File: src/rtl/hostaddr_streamer_pkg.sv
// Shared widths and FSM state type for the host address streamer.
package hostaddr_streamer_pkg;

  // System-wide field widths of the host address RAM entries.
  localparam int HOST_ADDR_WIDTH  = 4;
  localparam int VALUE_DATA_WIDTH = 72;
  localparam int VALUE_SIZE       = 8;

  // Read sequencer states.
  typedef enum logic [1:0] {
    ST_IDLE   = 2'd0,
    ST_ADDR   = 2'd1,
    ST_LOAD   = 2'd2,
    ST_STREAM = 2'd3
  } state_e;

endpackage : hostaddr_streamer_pkg

File: src/rtl/hostaddr_streamer_value_serializer.sv
// Loads one RAM entry value and emits it MSByte first, one byte per
// valid/ready beat, with a last marker and empty/over-length pulses.
module hostaddr_streamer_value_serializer #(
  parameter int DATA_W = 72,
  parameter int SIZE_W = 8
) (
  input  logic              clk,
  input  logic              rst_n,
  input  logic              load_i,
  input  logic [DATA_W-1:0] value_i,
  input  logic [SIZE_W-1:0] size_i,
  output logic              out_valid,
  input  logic              out_ready,
  output logic [7:0]        out_byte,
  output logic              out_last,
  output logic              empty,
  output logic              err_len,
  output logic              done_o
);

  localparam int NB = DATA_W / 8;
  localparam logic [SIZE_W-1:0] NB_SZ = SIZE_W'(NB);

  logic [DATA_W-1:0] sh_q, sh_d;
  logic [SIZE_W-1:0] cnt_q, cnt_d;
  logic              valid_q, valid_d;
  logic              empty_q, empty_d;
  logic              err_len_q, err_len_d;
  logic              fire;

  assign fire      = valid_q && out_ready;
  assign out_valid = valid_q;
  assign out_byte  = sh_q[DATA_W-1 -: 8];
  assign out_last  = valid_q && (cnt_q == SIZE_W'(1));
  assign empty     = empty_q;
  assign err_len   = err_len_q;
  assign done_o    = fire && out_last;

  // Next-state: load has priority; otherwise shift one byte per handshake.
  always_comb begin
    sh_d      = sh_q;
    cnt_d     = cnt_q;
    valid_d   = valid_q;
    empty_d   = 1'b0;
    err_len_d = 1'b0;
    if (load_i) begin
      sh_d      = value_i;
      empty_d   = (size_i == '0);
      err_len_d = (size_i > NB_SZ);
      // Over-length entries are clamped to the bytes the value field holds.
      cnt_d     = (size_i > NB_SZ) ? NB_SZ : size_i;
      valid_d   = (size_i != '0);
    end else if (fire) begin
      sh_d  = sh_q << 8;
      cnt_d = cnt_q - SIZE_W'(1);
      if (cnt_q == SIZE_W'(1)) begin
        valid_d = 1'b0;
      end
    end
  end

  // Output stage registers, cleared by the synchronous reset.
  always_ff @(posedge clk) begin
    if (!rst_n) begin
      sh_q      <= '0;
      cnt_q     <= '0;
      valid_q   <= 1'b0;
      empty_q   <= 1'b0;
      err_len_q <= 1'b0;
    end else begin
      sh_q      <= sh_d;
      cnt_q     <= cnt_d;
      valid_q   <= valid_d;
      empty_q   <= empty_d;
      err_len_q <= err_len_d;
    end
  end

endmodule : hostaddr_streamer_value_serializer

File: src/rtl/hostaddr_streamer.sv
// Host address streamer: accepts a host index, reads the entry through the
// RAM's registered-address port and streams the value bytes out.
module hostaddr_streamer
  import hostaddr_streamer_pkg::*;
#(
  parameter int ADDR_WIDTH = HOST_ADDR_WIDTH,
  parameter int DATA_W     = VALUE_DATA_WIDTH,
  parameter int SIZE_W     = VALUE_SIZE
) (
  input  logic                     clk,
  input  logic                     rst_n,
  input  logic                     req_valid,
  output logic                     req_ready,
  input  logic [ADDR_WIDTH-1:0]    req_host,
  output logic [ADDR_WIDTH-1:0]    mem_addr,
  input  logic [DATA_W+SIZE_W-1:0] mem_q,
  output logic                     out_valid,
  input  logic                     out_ready,
  output logic [7:0]               out_byte,
  output logic                     out_last,
  output logic                     empty,
  output logic                     err_len
);

  state_e                state_q, state_d;
  logic [ADDR_WIDTH-1:0] mem_addr_q, mem_addr_d;
  logic                  load;
  logic                  size_zero;
  logic                  stream_done;
  logic [DATA_W-1:0]     entry_value;
  logic [SIZE_W-1:0]     entry_size;

  assign entry_value = mem_q[DATA_W+SIZE_W-1:SIZE_W];
  assign entry_size  = mem_q[SIZE_W-1:0];
  assign size_zero   = (entry_size == '0);
  assign load        = (state_q == ST_LOAD);
  assign req_ready   = (state_q == ST_IDLE);
  assign mem_addr    = mem_addr_q;

  // Read sequencing: capture address, wait for the RAM, load, then stream.
  always_comb begin
    state_d    = state_q;
    mem_addr_d = mem_addr_q;
    unique case (state_q)
      ST_IDLE: begin
        if (req_valid) begin
          mem_addr_d = req_host;
          state_d    = ST_ADDR;
        end
      end
      ST_ADDR: begin
        state_d = ST_LOAD;
      end
      ST_LOAD: begin
        state_d = size_zero ? ST_IDLE : ST_STREAM;
      end
      ST_STREAM: begin
        if (stream_done) begin
          state_d = ST_IDLE;
        end
      end
      default: begin
        state_d = ST_IDLE;
      end
    endcase
  end

  // FSM state and RAM address registers.
  always_ff @(posedge clk) begin
    if (!rst_n) begin
      state_q    <= ST_IDLE;
      mem_addr_q <= '0;
    end else begin
      state_q    <= state_d;
      mem_addr_q <= mem_addr_d;
    end
  end

  hostaddr_streamer_value_serializer #(
    .DATA_W (DATA_W),
    .SIZE_W (SIZE_W)
  ) u_ser (
    .clk       (clk),
    .rst_n     (rst_n),
    .load_i    (load),
    .value_i   (entry_value),
    .size_i    (entry_size),
    .out_valid (out_valid),
    .out_ready (out_ready),
    .out_byte  (out_byte),
    .out_last  (out_last),
    .empty     (empty),
    .err_len   (err_len),
    .done_o    (stream_done)
  );

endmodule : hostaddr_streamer

File: config.mk
export PLATFORM = sky130hd
export DESIGN_NAME = hostaddr_streamer
export DESIGN_NICKNAME = d
export VERILOG_FILES = /design/src/rtl/hostaddr_streamer_pkg.sv /design/src/rtl/hostaddr_streamer_value_serializer.sv /design/src/rtl/hostaddr_streamer.sv
export SDC_FILE = /design/constraint.sdc
export NUM_CORES = 1
export LEC_CHECK = 0
export CORE_MARGIN = 3
export CORE_UTILIZATION = 40
export DETAILED_ROUTE_END_ITERATION = 8
export PLACE_DENSITY = 0.79
export SLEW_MARGIN = 0
export SYNTH_ARGS = -nofsm -noshare
export SYNTH_HDL_FRONTEND = slang
export SYNTH_SLANG_ARGS = --single-unit
File: constraint.sdc
create_clock -name clk -period 3.8 [get_ports clk]
set_input_delay 0.76 -clock clk [delete_from_list [all_inputs] [get_ports clk]]
set_output_delay 0.76 -clock clk [all_outputs]
set_load 0.1 [all_outputs]
==> run summary <==
Top Ports: 105
Final GP Congestion: 0.814
GRT Util Overall: 0.179
CP Capture Type: output port
dpl hpwl: 6.80 mm
Warnings, synthesis: 0
core area: 0.00933 mm2
gr ovfl total: 0
highest-count cells in the layout ignoring fill and taps: nand2_1 (139), clkdlybuf4s50_1 (103), dfxtp_1 (89)
mux contribution to synthesized area: 0.0103
Clock Skew: 0.0120 ns
Post-Synth XOR/XNOR Area: 0.00451
syn_nets: 580
status: finished clean
Async SR Flop Fraction: 0
Leak: 0.00174 uW
pin count of the biggest net entering global routing: 74
clock-pin slew of the registers on the worst-case setup and hold paths: 0.09 ns
RSZ-0062 raised after global routing: no
Syn-to-layout area delta: 31.7%
Post-Syn Instances: 490
main combinational cell family by area after synthesis: simple AND/OR/NAND/NOR gates
main flop type after synthesis: dfxtp_1
antenna diode count: 0
Yosys cell types: 44
commonest non-fill, non-tap cell in the layout: nand2_1
drt total wl: 9.95 mm
Post-synth EDFFs: 0
share of cells above drive strength 1: 0.0599
Synth Area in Simple Gates: 0.268
maxcap violations: 0
CTS resizes: 0
Final Critical Period: 2.78 ns
Worst slew margin: 0.328
met2 Usage GRT: 0.282
Iter 0 DRT Violations: 183
number of global-route vias before repair: 3,496
Final period util: 0.730
DRT Pass-1 Iters: 5
Cell Area, Synth: 0.00388 mm2
register bit total from synthesis: 89
CTS buffer count: 9
Setup violations, final: 0
root buffer cell: clkbuf_8
CTS H-tree depth: 3
sequential area share after synthesis: 0.459
CP Max Fanout: 7
DRC violations left: 0
Die ar.: 0.0109 mm2
Worst-Skew Late Latency: 0.36 ns
routed via count: 3,718
critical path arrival: 2.02 ns
clock sinks: 89
Peak Freq: 360 MHz
die width: 105 um
Pwr per Cell Area: 543 mW/mm2
initial antenna violation count: 0
Initial Util: 0.416
Max rail drop VDD: 0.000234 V
# port buffers: 104
nets@finish: 653
nature of the critical path startpoint: flop
cts hold-fix bufs: 0
post-CTS setup buffer count: 0
Routed Antenna Nets: 0
TritonCTS clock tree: done
FILL cells: 880
critical path class: flop to output port
Hold Slack: 0.473 ns
Max Buffers Root-to-Sink: 2
Area after DPL: 0.00492 mm2
detail-routed via count per cell: 5.33
Adder-Cell Fraction of Synth Area: 0.00644
WL/cell: 14.3 um
worst-margin pin slew: 1.00 ns
met3 usage: 0.0426
max-slew violations: 0
syn_area_per_cell: 7.93 um2
Core Rows: 35
Finished Cell Area: 0.00512 mm2
TNS Setup: 0 ns
Worst Path Required: 3.04 ns
first-pass GRT wire length: 16.4 mm
complex-gate fraction of the synthesized area: 0.189
met1 Usage GRT: 0.241
Final Hold Viols: 0
Hold Crit Class: flop to flop
busiest grt layer: met2
die span in y: 105 um
worst paths after layout:
kind / cells past startpoint / to / from / slack, ns
hold reg to reg: 2 / u_ser.sh_q[0]$_SDFFE_PN0P_ / u_ser.sh_q[0]$_SDFFE_PN0P_ / 0.47
setup reg to reg: 4 / u_ser.sh_q[50]$_SDFFE_PN0P_ / state_q[0]$_SDFFE_PN0P_ / 1.76
hold / removal: 2 / u_ser.sh_q[0]$_SDFFE_PN0P_ / u_ser.sh_q[0]$_SDFFE_PN0P_ / 0.47
setup / recovery: 2 / req_ready / state_q[1]$_SDFFE_PN0P_ / 1.02
state kept, by name (all words and copies together), names as in the netlist:
name and flops:
u_ser.sh_q 72, u_ser.cnt_q 8, mem_addr 4, state_q 2
u_ser.empty 1, u_ser.err_len 1, u_ser.out_valid 1
power by group:
group | leakage [uW] | switching (uW) | total (uW) | internal, uW
combinational | 0.000919 | 579 | 903 | 324
clock | 0.0000937 | 380 | 638 | 258
sequential | 0.000728 | 118 | 1240 | 1120
cell type report:
type	count	area [um2]	share of cell area
timing repair buffer	111	1100	0.216
inverter	3	11.3	0.00220
tap	129	161	0.0315
multi-input combinational	349	1870	0.365
clock inverter	7	68.8	0.0134
sequential	89	1780	0.348
clock buffer	9	124	0.0242
worst max-delay path, cell delays in order (launching register included):
cell,delay [ns]
dfxtp_1,0.40
nor2_1,0.13
clkdlybuf4s50_1,1.14
synthesized netlist by cell type, types with 2 or more instances:
cell	count	area share
or4_1	3	0.0058
inv_1	2	0.0019
or3_2	2	0.0039
nor4_1	3	0.0048
nand3_1	12	0.015
a311oi_1	65	0.15
o21ai_0	4	0.0052
a21oi_1	14	0.018
nor2_1	74	0.071
clkbuf_1	26	0.025
buf_2	12	0.015
dfxtp_1	89	0.46
mux2i_1	4	0.010
nand2_1	140	0.14
ha_1	2	0.0064
buf_4	10	0.019
logic make-up after synthesis:
kind of cell,Yosys count
and+or+nand+nor,249
AOI/OAI and AO/OA,92
DFF,89
buffers and inverters,52
muxes,4
xor gates and xnor gates,2
adders and majority gates,2
metal layers:
metal	up-vias	part of all wire
met4	0	0.016
met1	1711	0.46
met2	127	0.47
met3	17	0.060
li1	1863	-
met5	-	0
stage by stage:
stage               worst slack, ns   util  cells  total power, uW
floorplan                      1.10      -    490             1910
global placement               1.17  0.528    681             2130
detailed placement             1.10  0.528    681             2150
CTS                            1.00  0.549    697             2790
global route                  0.884  0.549    697             2930
finish                         1.02  0.549    697             2780
(Power assumes the default switching activity.)
